<file path="config.mk">
export PLATFORM = sky130hd
export DESIGN_NAME = hazard_scoreboard_flat
export DESIGN_NICKNAME = d
export VERILOG_FILES = /design/src/rtl/hazard_scoreboard_if.sv /design/src/rtl/hazard_scoreboard.sv /design/src/flat_wrapper.sv
export SDC_FILE = /design/constraint.sdc
export NUM_CORES = 1
export LEC_CHECK = 0
export ABC_CLOCK_PERIOD_IN_PS = 3900
export BUFFER_PORTS_ARGS = -buffer_cell sky130_fd_sc_hd__buf_4
export CORE_ASPECT_RATIO = 0.6
export CORE_UTILIZATION = 55
export CTS_BUF_LIST = sky130_fd_sc_hd__clkbuf_16
export DETAILED_ROUTE_END_ITERATION = 10
export HOLD_SLACK_MARGIN = 0.08
export PLACE_DENSITY_LB_ADDON = 0.3
export SLEW_MARGIN = 20
export SYNTH_ARGS = -nofsm -noshare
export SYNTH_HDL_FRONTEND = slang
export SYNTH_SLANG_ARGS = --single-unit
</file>
<file path="constraint.sdc">
create_clock -name clk_i -period 3.9 [get_ports clk_i]
set_input_delay 0.585 -clock clk_i [delete_from_list [all_inputs] [get_ports clk_i]]
set_output_delay 0.585 -clock clk_i [all_outputs]
set_load 0.005 [all_outputs]
</file>
<file path="src/rtl/hazard_scoreboard_if.sv">
// Hazard scoreboard interface: ID-stage instruction fields in, stall and
// scoreboard status out.
interface hazard_scoreboard_if #(
    parameter int NREG   = 32,
    parameter int AW     = 5,
    parameter int PCNT_W = 32
);
    logic              valid_i;
    logic [AW-1:0]     rs_i;
    logic [AW-1:0]     rt_i;
    logic              rs_use_i;
    logic              rt_use_i;
    logic              branch_i;
    logic [AW-1:0]     rd_i;
    logic              reg_write_i;
    logic              mem_read_i;
    logic              mul_i;
    logic              flush_i;
    logic              freeze_i;
    logic              stall_o;
    logic [NREG-1:0]   pending_o;
    logic [PCNT_W-1:0] stall_cnt_o;

    modport master (
        output valid_i, rs_i, rt_i, rs_use_i, rt_use_i, branch_i,
               rd_i, reg_write_i, mem_read_i, mul_i, flush_i, freeze_i,
        input  stall_o, pending_o, stall_cnt_o
    );

    modport slave (
        input  valid_i, rs_i, rt_i, rs_use_i, rt_use_i, branch_i,
               rd_i, reg_write_i, mem_read_i, mul_i, flush_i, freeze_i,
        output stall_o, pending_o, stall_cnt_o
    );
endinterface

</file>
<file path="src/rtl/hazard_scoreboard.sv">
// Load-use / branch hazard unit built on a per-register countdown scoreboard.
// cnt_q[r] is the number of cycles until register r becomes forwardable;
// register 0 is never loaded and therefore stays 0.
module hazard_scoreboard #(
    parameter int NREG     = 32,
    parameter int AW       = 5,
    parameter int ALU_LAT  = 1,
    parameter int LOAD_LAT = 2,
    parameter int MUL_LAT  = 3,
    parameter int PCNT_W   = 32
) (
    input logic           clk_i,
    input logic           rst_i,
    hazard_scoreboard_if.slave bus
);
    localparam int MAX_LAT = (ALU_LAT > LOAD_LAT)
                           ? ((ALU_LAT > MUL_LAT) ? ALU_LAT : MUL_LAT)
                           : ((LOAD_LAT > MUL_LAT) ? LOAD_LAT : MUL_LAT);
    localparam int CW = (MAX_LAT < 1) ? 1 : $clog2(MAX_LAT + 1);

    logic [NREG-1:0][CW-1:0] cnt_q;
    logic [NREG-1:0][CW-1:0] cnt_nxt;
    logic [CW-1:0]           need;
    logic [CW-1:0]           lat;
    logic                    rs_haz;
    logic                    rt_haz;
    logic                    stall;
    logic                    issue;
    logic                    wr_en;
    logic                    pcnt_inc;
    logic [PCNT_W-1:0]       stall_cnt_q;

    // Countdown step that stops at zero.
    function automatic logic [CW-1:0] sat_dec(input logic [CW-1:0] c);
        return (c == '0) ? c : (c - CW'(1));
    endfunction

    // A newer write never shortens an older, longer-latency result (WAW).
    function automatic logic [CW-1:0] max_cnt(input logic [CW-1:0] a,
                                              input logic [CW-1:0] b);
        return (a > b) ? a : b;
    endfunction

    // Performance counter increment that sticks at all-ones.
    function automatic logic [PCNT_W-1:0] sat_inc(input logic [PCNT_W-1:0] c);
        return (&c) ? c : (c + PCNT_W'(1));
    endfunction

    // Hazard detection against the current scoreboard; branches resolve in ID
    // so they need the value fully available, ALU consumers can take it
    // through EX-to-EX forwarding one cycle early.
    always_comb begin
        need     = bus.branch_i ? '0 : CW'(1);
        rs_haz   = bus.rs_use_i && (bus.rs_i != '0) && (cnt_q[bus.rs_i] > need);
        rt_haz   = bus.rt_use_i && (bus.rt_i != '0) && (cnt_q[bus.rt_i] > need);
        stall    = bus.valid_i && (rs_haz || rt_haz);
        issue    = bus.valid_i && !stall && !bus.flush_i && !bus.freeze_i;
        wr_en    = issue && bus.reg_write_i && (bus.rd_i != '0);
        pcnt_inc = stall && !bus.flush_i && !bus.freeze_i;
        if (bus.mem_read_i)
            lat = CW'(LOAD_LAT);
        else if (bus.mul_i)
            lat = CW'(MUL_LAT);
        else
            lat = CW'(ALU_LAT);
    end

    // Next scoreboard: every entry counts down, the issuing destination is
    // (re)loaded with its producer latency. A self-dependency sees the old
    // count because detection above reads cnt_q, not cnt_nxt.
    always_comb begin
        for (int r = 0; r < NREG; r++) begin
            cnt_nxt[r] = sat_dec(cnt_q[r]);
            if (wr_en && (bus.rd_i == AW'(r)))
                cnt_nxt[r] = max_cnt(lat, sat_dec(cnt_q[r]));
        end
    end

    // Scoreboard register; a freeze holds every entry.
    always_ff @(posedge clk_i or posedge rst_i) begin
        if (rst_i)
            cnt_q <= '0;
        else if (!bus.freeze_i)
            cnt_q <= cnt_nxt;
    end

    // Saturating count of cycles lost to hazards (flush/freeze excluded).
    always_ff @(posedge clk_i or posedge rst_i) begin
        if (rst_i)
            stall_cnt_q <= '0;
        else if (pcnt_inc)
            stall_cnt_q <= sat_inc(stall_cnt_q);
    end

    // Per-register in-flight flags.
    always_comb begin
        for (int r = 0; r < NREG; r++)
            bus.pending_o[r] = (cnt_q[r] != '0);
    end

    assign bus.stall_o     = stall;
    assign bus.stall_cnt_o = stall_cnt_q;
endmodule

</file>
<file path="src/flat_wrapper.sv">
// flat-port wrapper written by rule: the top's interface ports become plain ports
module hazard_scoreboard_flat 
#(
    parameter int NREG     = 32,
    parameter int AW       = 5,
    parameter int ALU_LAT  = 1,
    parameter int LOAD_LAT = 2,
    parameter int MUL_LAT  = 3,
    parameter int PCNT_W   = 32
)
  (clk_i, rst_i, bus_valid_i, bus_rs_i, bus_rt_i, bus_rs_use_i, bus_rt_use_i, bus_branch_i, bus_rd_i, bus_reg_write_i, bus_mem_read_i, bus_mul_i, bus_flush_i, bus_freeze_i, bus_stall_o, bus_pending_o, bus_stall_cnt_o);
  hazard_scoreboard_if #(.NREG(NREG), .AW(AW), .PCNT_W(PCNT_W)) bus_i ();
  input logic clk_i;
  input logic rst_i;
  input wire logic [$bits(bus_i.valid_i)-1:0] bus_valid_i;
  input wire logic [$bits(bus_i.rs_i)-1:0] bus_rs_i;
  input wire logic [$bits(bus_i.rt_i)-1:0] bus_rt_i;
  input wire logic [$bits(bus_i.rs_use_i)-1:0] bus_rs_use_i;
  input wire logic [$bits(bus_i.rt_use_i)-1:0] bus_rt_use_i;
  input wire logic [$bits(bus_i.branch_i)-1:0] bus_branch_i;
  input wire logic [$bits(bus_i.rd_i)-1:0] bus_rd_i;
  input wire logic [$bits(bus_i.reg_write_i)-1:0] bus_reg_write_i;
  input wire logic [$bits(bus_i.mem_read_i)-1:0] bus_mem_read_i;
  input wire logic [$bits(bus_i.mul_i)-1:0] bus_mul_i;
  input wire logic [$bits(bus_i.flush_i)-1:0] bus_flush_i;
  input wire logic [$bits(bus_i.freeze_i)-1:0] bus_freeze_i;
  output wire logic [$bits(bus_i.stall_o)-1:0] bus_stall_o;
  output wire logic [$bits(bus_i.pending_o)-1:0] bus_pending_o;
  output wire logic [$bits(bus_i.stall_cnt_o)-1:0] bus_stall_cnt_o;
  assign bus_i.valid_i = bus_valid_i;
  assign bus_i.rs_i = bus_rs_i;
  assign bus_i.rt_i = bus_rt_i;
  assign bus_i.rs_use_i = bus_rs_use_i;
  assign bus_i.rt_use_i = bus_rt_use_i;
  assign bus_i.branch_i = bus_branch_i;
  assign bus_i.rd_i = bus_rd_i;
  assign bus_i.reg_write_i = bus_reg_write_i;
  assign bus_i.mem_read_i = bus_mem_read_i;
  assign bus_i.mul_i = bus_mul_i;
  assign bus_i.flush_i = bus_flush_i;
  assign bus_i.freeze_i = bus_freeze_i;
  assign bus_stall_o = bus_i.stall_o;
  assign bus_pending_o = bus_i.pending_o;
  assign bus_stall_cnt_o = bus_i.stall_cnt_o;
  hazard_scoreboard #(.NREG(NREG), .AW(AW), .ALU_LAT(ALU_LAT), .LOAD_LAT(LOAD_LAT), .MUL_LAT(MUL_LAT), .PCNT_W(PCNT_W)) u_core (.clk_i(clk_i), .rst_i(rst_i), .bus(bus_i));
endmodule
</file>
==> out/results.txt, run 1 <==
Port-buffer cells: 90
Synth top area share: 28.3%
clk_skew: 0.0104 ns
DR vias/cell: 6.35
Worst slew margin: 40.7%
most common cell in the netlist: nor2_1
post-synthesis async set-or-reset flop share: 100%
top cells by count, synth: 101 x nor2_1, 96 x dfrtp_1, 96 x ha_1, 87 x nand2_1, 61 x inv_1
fin crit period: 3.78 ns
clock buffer depth: 2
Worst EP required: 3.31 ns
H-Tree Depth: 3
vias in the first global route: 7320
GPL Wtd Cong: 0.962
Ports: 91
status: finished, final reports clean
peak supply drop: 0.000173 V
Detailed Routing Iterations Pass 1: 5
DR DRC count: 0
Fmax: 265 MHz
setup violators final: 0
synthesized cell area: 8500 µm²
number of max-cap violations: 0
Core Area: 14800 µm²
Most used DFF post-synth: dfrtp_1
root cell of the clock tree: clkbuf_16
hold slack: 0.403 ns
diode count: 0
Syn-to-layout area delta: 15.9%
power density over cell area: 241 nW/µm²
GRT Residual Overflow: 0
worst-path fanout max: 7
gr usage total: 31.8%
cell taking the most area after synthesis: dfrtp_1
Final Hold Fails: 0
layout net count: 1157
post-synthesis sequential area ratio: 28.3%
TritonCTS clock tree: done
RSZ-0062 raised after global routing: false
Filler cells: 1180
drt wl/cell: 19.8 µm
CP Cell Sequence: mux4_2, mux4_2, mux2i_1, ha_1, nor2_1, nor2_1, a31oi_2, o311ai_4, and2_4, nor2b_1, buf_4
wirelength, routed: 24500 µm
Synth area leaders: dfrtp_1 28%, ha_1 14%, mux4_2 7.2%, nor2_1 4.5%, nand2_1 3.8%
ANT nets after route: 0
first-pass GRT wire length: 39600 µm
Synth Warn #: 0
total number of vias: 7864
Largest stage delay, worst path: 0.49 ns
Initial Util: 57.6%
critical path arrival: 3.19 ns
share of cells above drive strength 1: 23.1%
synthesis-stage register bit count: 96
Sink Count: 96
slowest CP cell: dfrtp_1
Slew Limit Fails: 0
Net Count, Synth: 1065
CTS Buf Count: 9
Iteration-0 DRC Markers: 848
Post-synth EDFFs: 0
Buf/Inv on CP: 1
Die X: 162 µm
post-synthesis cell type count: 47
row count: 34
Final Cycle Share: 96.8%
Syn Inst Count: 943
P_leak: 4.66 nW
Clock Latency Late Sink: 0.36 ns
Worst setup EP type: primary output
Least-Margin Pin Slew: 0.889 ns
crit-path leading delay family: multiplexers
DP HPWL: 17500 µm
WS Path Type: reg -> out
final core occ: 66.7%
Hold Crit Class: in -> async
synthesized area per cell: 9.01 µm²
Die Y-Extent: 98.3 µm
initial antenna violation count: 0
Die ar.: 16000 µm²
largest net degree at the start of global routing: 66
Setup crit start kind: register
Worst-path clk slew: 0.07 ns
-- worst register-to-register path, delay by kind of cell, from the launching register on --
family                   cells  cell delay, ns
AO/OA/AOI/OAI                7            1.14
buffers and inverters        4            0.76
multiplexers                 2            0.57
flip-flops                   1            0.43
AND/OR/NAND/NOR              4            0.31
adder cells (fa/ha/maj)      1            0.26
-- layer usage --
metal  track usage, %  part of all wire [%]  vias to the layer above  wire length [µm]
met4             7.98                   2.0                        0               481
met2             45.5                    42                      421             10300
li1                 -                     -                     3647                 -
met3             6.37                    11                       40              2770
met1             48.6                    45                     3756             11000
met5                0                     0                        -                 0
-- per-stage QoR --
stage / TNS [ns] / power (mW) / worst slack (ns) / cell area (µm²) / cells
global placement: 0 / 1.47 / 0.0848 / 9490 / 1217
floorplan: -0.129 / 1.32 / -0.129 / 8500 / 943
detailed placement: -0.0776 / 1.48 / -0.0513 / 9490 / 1217
CTS: 0 / 2.37 / 0.0185 / 9780 / 1233
finish: 0 / 2.37 / 0.124 / 9840 / 1238
global route: 0 / 2.47 / 0.00852 / 9840 / 1238
-- layout by cell type, fill, tap and decap left out, types with 4 or more instances in the layout --
cell type,netlist,routed
mux2i_1,16,16
and4_1,5,5
o21bai_1,4,4
a211o_1,21,21
o22ai_1,33,33
clkbuf_16,0,9
mux2_2,5,5
nor2_1,101,100
nor4_1,9,9
a2111oi_2,16,16
nor2b_1,16,16
a21oi_1,5,5
dfrtp_2,0,12
o211ai_1,28,28
nand2_1,87,87
dfrtp_1,96,84
mux4_2,27,27
ha_1,96,96
a221o_1,4,4
xnor2_1,31,31
o31a_1,10,10
nor3_1,26,26
inv_1,61,60
or2_2,33,33
a2111oi_0,5,5
o21ai_0,4,4
and3_1,40,40
or4_1,15,15
nand3b_1,6,6
nand2b_1,6,6
buf_4,1,123
or3_1,19,19
nand4_1,15,15
a31oi_1,4,4
nand3_1,35,35
-- state kept, by name, indices dropped and copies added (netlist names) --
register / cells
u_core.bus.stall_cnt_o: 32
u_core.cnt_q: 64
-- layout make-up --
| class | count | area (µm²) | share of cell area, % |
|---|---|---|---|
| inverter | 61 | 231 | 2.35 |
| multi-input combinational | 739 | 5650 | 57.4 |
| tap | 198 | 248 | 2.52 |
| timing repair buffer | 128 | 1010 | 10.3 |
| sequential | 96 | 2420 | 24.6 |
| clock buffer | 9 | 225 | 2.29 |
| clock inverter | 7 | 62.6 | 0.635 |
-- power by group --
part | internal [mW] | switching, mW | leakage (nW)
Clock | 0.492 | 0.410 | 0.138
Combinational | 0.174 | 0.250 | 3.21
Sequential | 1.02 | 0.0292 | 1.31
Total | 1.68 | 0.689 | 4.66
-- final timing paths --
kind | start | to | slack, ns | cells past startpoint
max | u_core.cnt_q[28] | bus_stall_o | 0.12 | 11
min | rst_i | u_core.bus.stall_cnt_o[3] | 0.40 | 2
max reg2reg | u_core.cnt_q[36] | u_core.bus.stall_cnt_o[1] | 0.32 | 18
min reg2reg | u_core.bus.stall_cnt_o[25] | u_core.bus.stall_cnt_o[25] | 0.50 | 1
max in group asynchronous | rst_i | u_core.cnt_q[60] | 2.65 | 3
min in group clk_i | u_core.bus.stall_cnt_o[25] | u_core.bus.stall_cnt_o[25] | 0.50 | 1
-- logic make-up after synthesis --
group                      after synthesis  share of synthesized area [%]
muxes                                   48                           9.71
xor gates and xnor gates                31                           3.20
DFF                                     96                           28.3
buffers and inverters                  108                           5.32
adders and majority gates               96                           14.1
and+or+nand+nor                        420                           25.0
AOI/OAI and AO/OA                      144                           14.3
-- timing repair --
item | in CTS | in global routing
resized for setup | 0 | 17
endpoints found under the setup margin | 0 | 1
hold buffers | 0 | 0
buffers inserted | 0 | 5
(Power assumes the default switching activity.)
==> run 2, diff against run 1 <==
- CTS_BUF_LIST: sky130_fd_sc_hd__clkbuf_16 -> sky130_fd_sc_hd__clkbuf_2 sky130_fd_sc_hd__clkbuf_4 sky130_fd_sc_hd__clkbuf_8
- SETUP_SLACK_MARGIN: not set -> 0.5
==> run 2 against run 1 <==
  * Sequential share of layout area shrank 2.4 points
  * Register-to-register slack lost 0.24 ns
  * Maximum frequency shrank 1.1%
  * Critical path depth grew 2
  * First-iteration DRC count grew 41%
  * Cell count grew 3.9%
  * Non-clock buffer count grew 49
  * Clock-buffer cell count is the same
  * Clock power shrank 15%
  * Total power grew 2.0%
  * Combinational power grew 42%
  * Highest routed layer unchanged
==> out/results.txt, run 2 (same netlist as run 1, synthesis figures left out) <==
Post-CTS Hold Buffers: 0
largest register by flop count: u_core.cnt_q
GRT met1 Usage: 53.2%
CP Cell Sequence: mux4_2, mux4_2, mux2i_1, ha_1, o21ai_0, o311ai_4, buf_4, buf_6, nand3b_1, buf_6, buf_16, or4_1, o211ai_1
most used routing layer: met1
GRT Residual Overflow: 0
wirelength, routed: 29500 µm
Final Hold Fails: 0
initial antenna violation count: 0
DP HPWL: 17400 µm
Worst EP required: 4.20 ns
Die Y-Extent: 98.3 µm
WS Path Type: reg -> reg
Worst-path clk slew: 0.11 ns
H-Tree Depth: 3
share of cells above drive strength 1: 30.1%
gr usage total: 35.8%
total number of vias: 8627
R2R cell count: 13
Die ar.: 16000 µm²
GPL Wtd Cong: 0.937
Slew Limit Fails: 0
worst reg2reg startpoint: u_core.cnt_q[38]
drt wl/cell: 22.9 µm
Die X: 162 µm
power density over cell area: 220 nW/µm²
Clock Latency Late Sink: 0.40 ns
Core Area: 14800 µm²
Setup crit start kind: register
number of max-cap violations: 0
Setup Slack @ Placement: -0.130 ns
Filler cells: 962
Worst setup EP type: register
setup violators final: 0
Hold Crit Class: in -> async
Largest stage delay, worst path: 0.51 ns
CTS Buf Count: 9
cell area after layout: 11000 µm²
Port-buffer cells: 90
met2 GRT Util: 49.9%
Worst slew margin: 29.4%
critical path arrival: 4.12 ns
RSZ-0062 raised after global routing: true
first-pass GRT wire length: 44100 µm
layout net count: 1206
status: finished, final reports clean
hold slack: 0.331 ns
Largest register FFs: 64
Initial Util: 57.6%
Sink Count: 96
P_leak: 5.05 nW
most frequent cells in the layout: 140 x buf_4, 98 x nor2_1, 96 x ha_1
ANT nets after route: 0
Fmax: 262 MHz
RR Endpoint: u_core.cnt_q[15]
Pwr Total: 2.42 mW
GR Layer Usage met3: 8.96%
final worst slack: 0.0800 ns
Detailed Routing Iterations Pass 1: 6
Iteration-0 DRC Markers: 1195
diode count: 0
clock buffer depth: 2
fin crit period: 3.82 ns
row count: 34
clk_skew: 0.0192 ns
vias in the first global route: 7864
DR DRC count: 0
commonest non-fill, non-tap cell in the layout: buf_4
largest net degree at the start of global routing: 77
Syn-to-layout area delta: 29.3%
root cell of the clock tree: clkbuf_8
slowest CP cell: or4_1
worst-path fanout max: 5
R2R Setup Slk: 0.08 ns
Final Cycle Share: 97.9%
peak supply drop: 0.000185 V
TritonCTS clock tree: done
Ports: 91
placed inst area: 9510 µm²
Least-Margin Pin Slew: 1.05 ns
DR vias/cell: 6.71
## run 2: cell count changes in the layout (fill, tap and decap cells not counted), moves of 10 or more
cell,before,now
buf_4,123,140
and3_4,0,10
a2111oi_4,0,20
buf_16,0,10
and3_1,40,30
a2111oi_2,16,1
## run 2: stage by stage
step	util (%)	std cells	setup TNS [ns]
6_report	74.4	1286	0
5_1_grt	74.4	1286	0
4_1_cts	71.5	1272	0
3_5_place_dp	64.4	1218	-0.684
3_3_place_gp	64.4	1218	0
2_1_floorplan	-	943	0
## run 2: power by group
group          leakage, nW  total [mW]  switching (mW)  internal (mW)
registers             1.29        1.05          0.0313           1.02
clock network        0.106       0.767           0.406          0.362
logic                 3.65       0.603           0.328          0.275
## run 2: worst max-delay path, delay by kind of cell (launching register included)
family | cells | cell delay [ns]
muxes | 3 | 1.13
and+or+nand+nor | 2 | 0.70
buffers and inverters | 4 | 0.64
AOI/OAI and AO/OA | 3 | 0.58
DFF | 1 | 0.44
adders and majority gates | 1 | 0.22
## run 2: layout make-up
| class | instances | area, µm² | area share (%) |
|---|---|---|---|
| Clock inverter | 6 | 90.1 | 0.820 |
| Inverter | 61 | 231 | 2.11 |
| Sequential cell | 96 | 2430 | 22.1 |
| Multi-Input combinational cell | 739 | 6070 | 55.3 |
| Clock buffer | 9 | 124 | 1.13 |
| Timing Repair Buffer | 177 | 1790 | 16.3 |
| Tap cell | 198 | 248 | 2.26 |
## run 2: per-layer routing
| layer | routed length (µm) | share of wire [%] | up-vias |
|---|---|---|---|
| met2 | 12300 | 42 | 654 |
| met1 | 12200 | 41 | 4129 |
| met5 | 0 | 0 | - |
| met4 | 888 | 3.0 | 0 |
| met3 | 4100 | 14 | 104 |
| li1 | - | - | 3740 |
## run 2: timing repair
item	CTS	global route
endpoints found under the hold margin	0	0
pin swaps	21	21
setup buffers	28	8
gates cloned	11	6
gates resized for setup	72	47
endpoints found under the setup margin	46	95
## run 2: worst max-delay path by stage
stage	startpoint	endpoint	cells past startpoint
floorplan	bus_rs_i[0]	bus_stall_o	14
global placement	bus_rs_i[0]	bus_stall_o	12
detailed placement	bus_rs_i[0]	u_core.cnt_q[54]	13
CTS	u_core.cnt_q[38]	bus_stall_o	11
global route	u_core.cnt_q[6]	bus_stall_o	15
finish	u_core.cnt_q[38]	u_core.cnt_q[15]	13
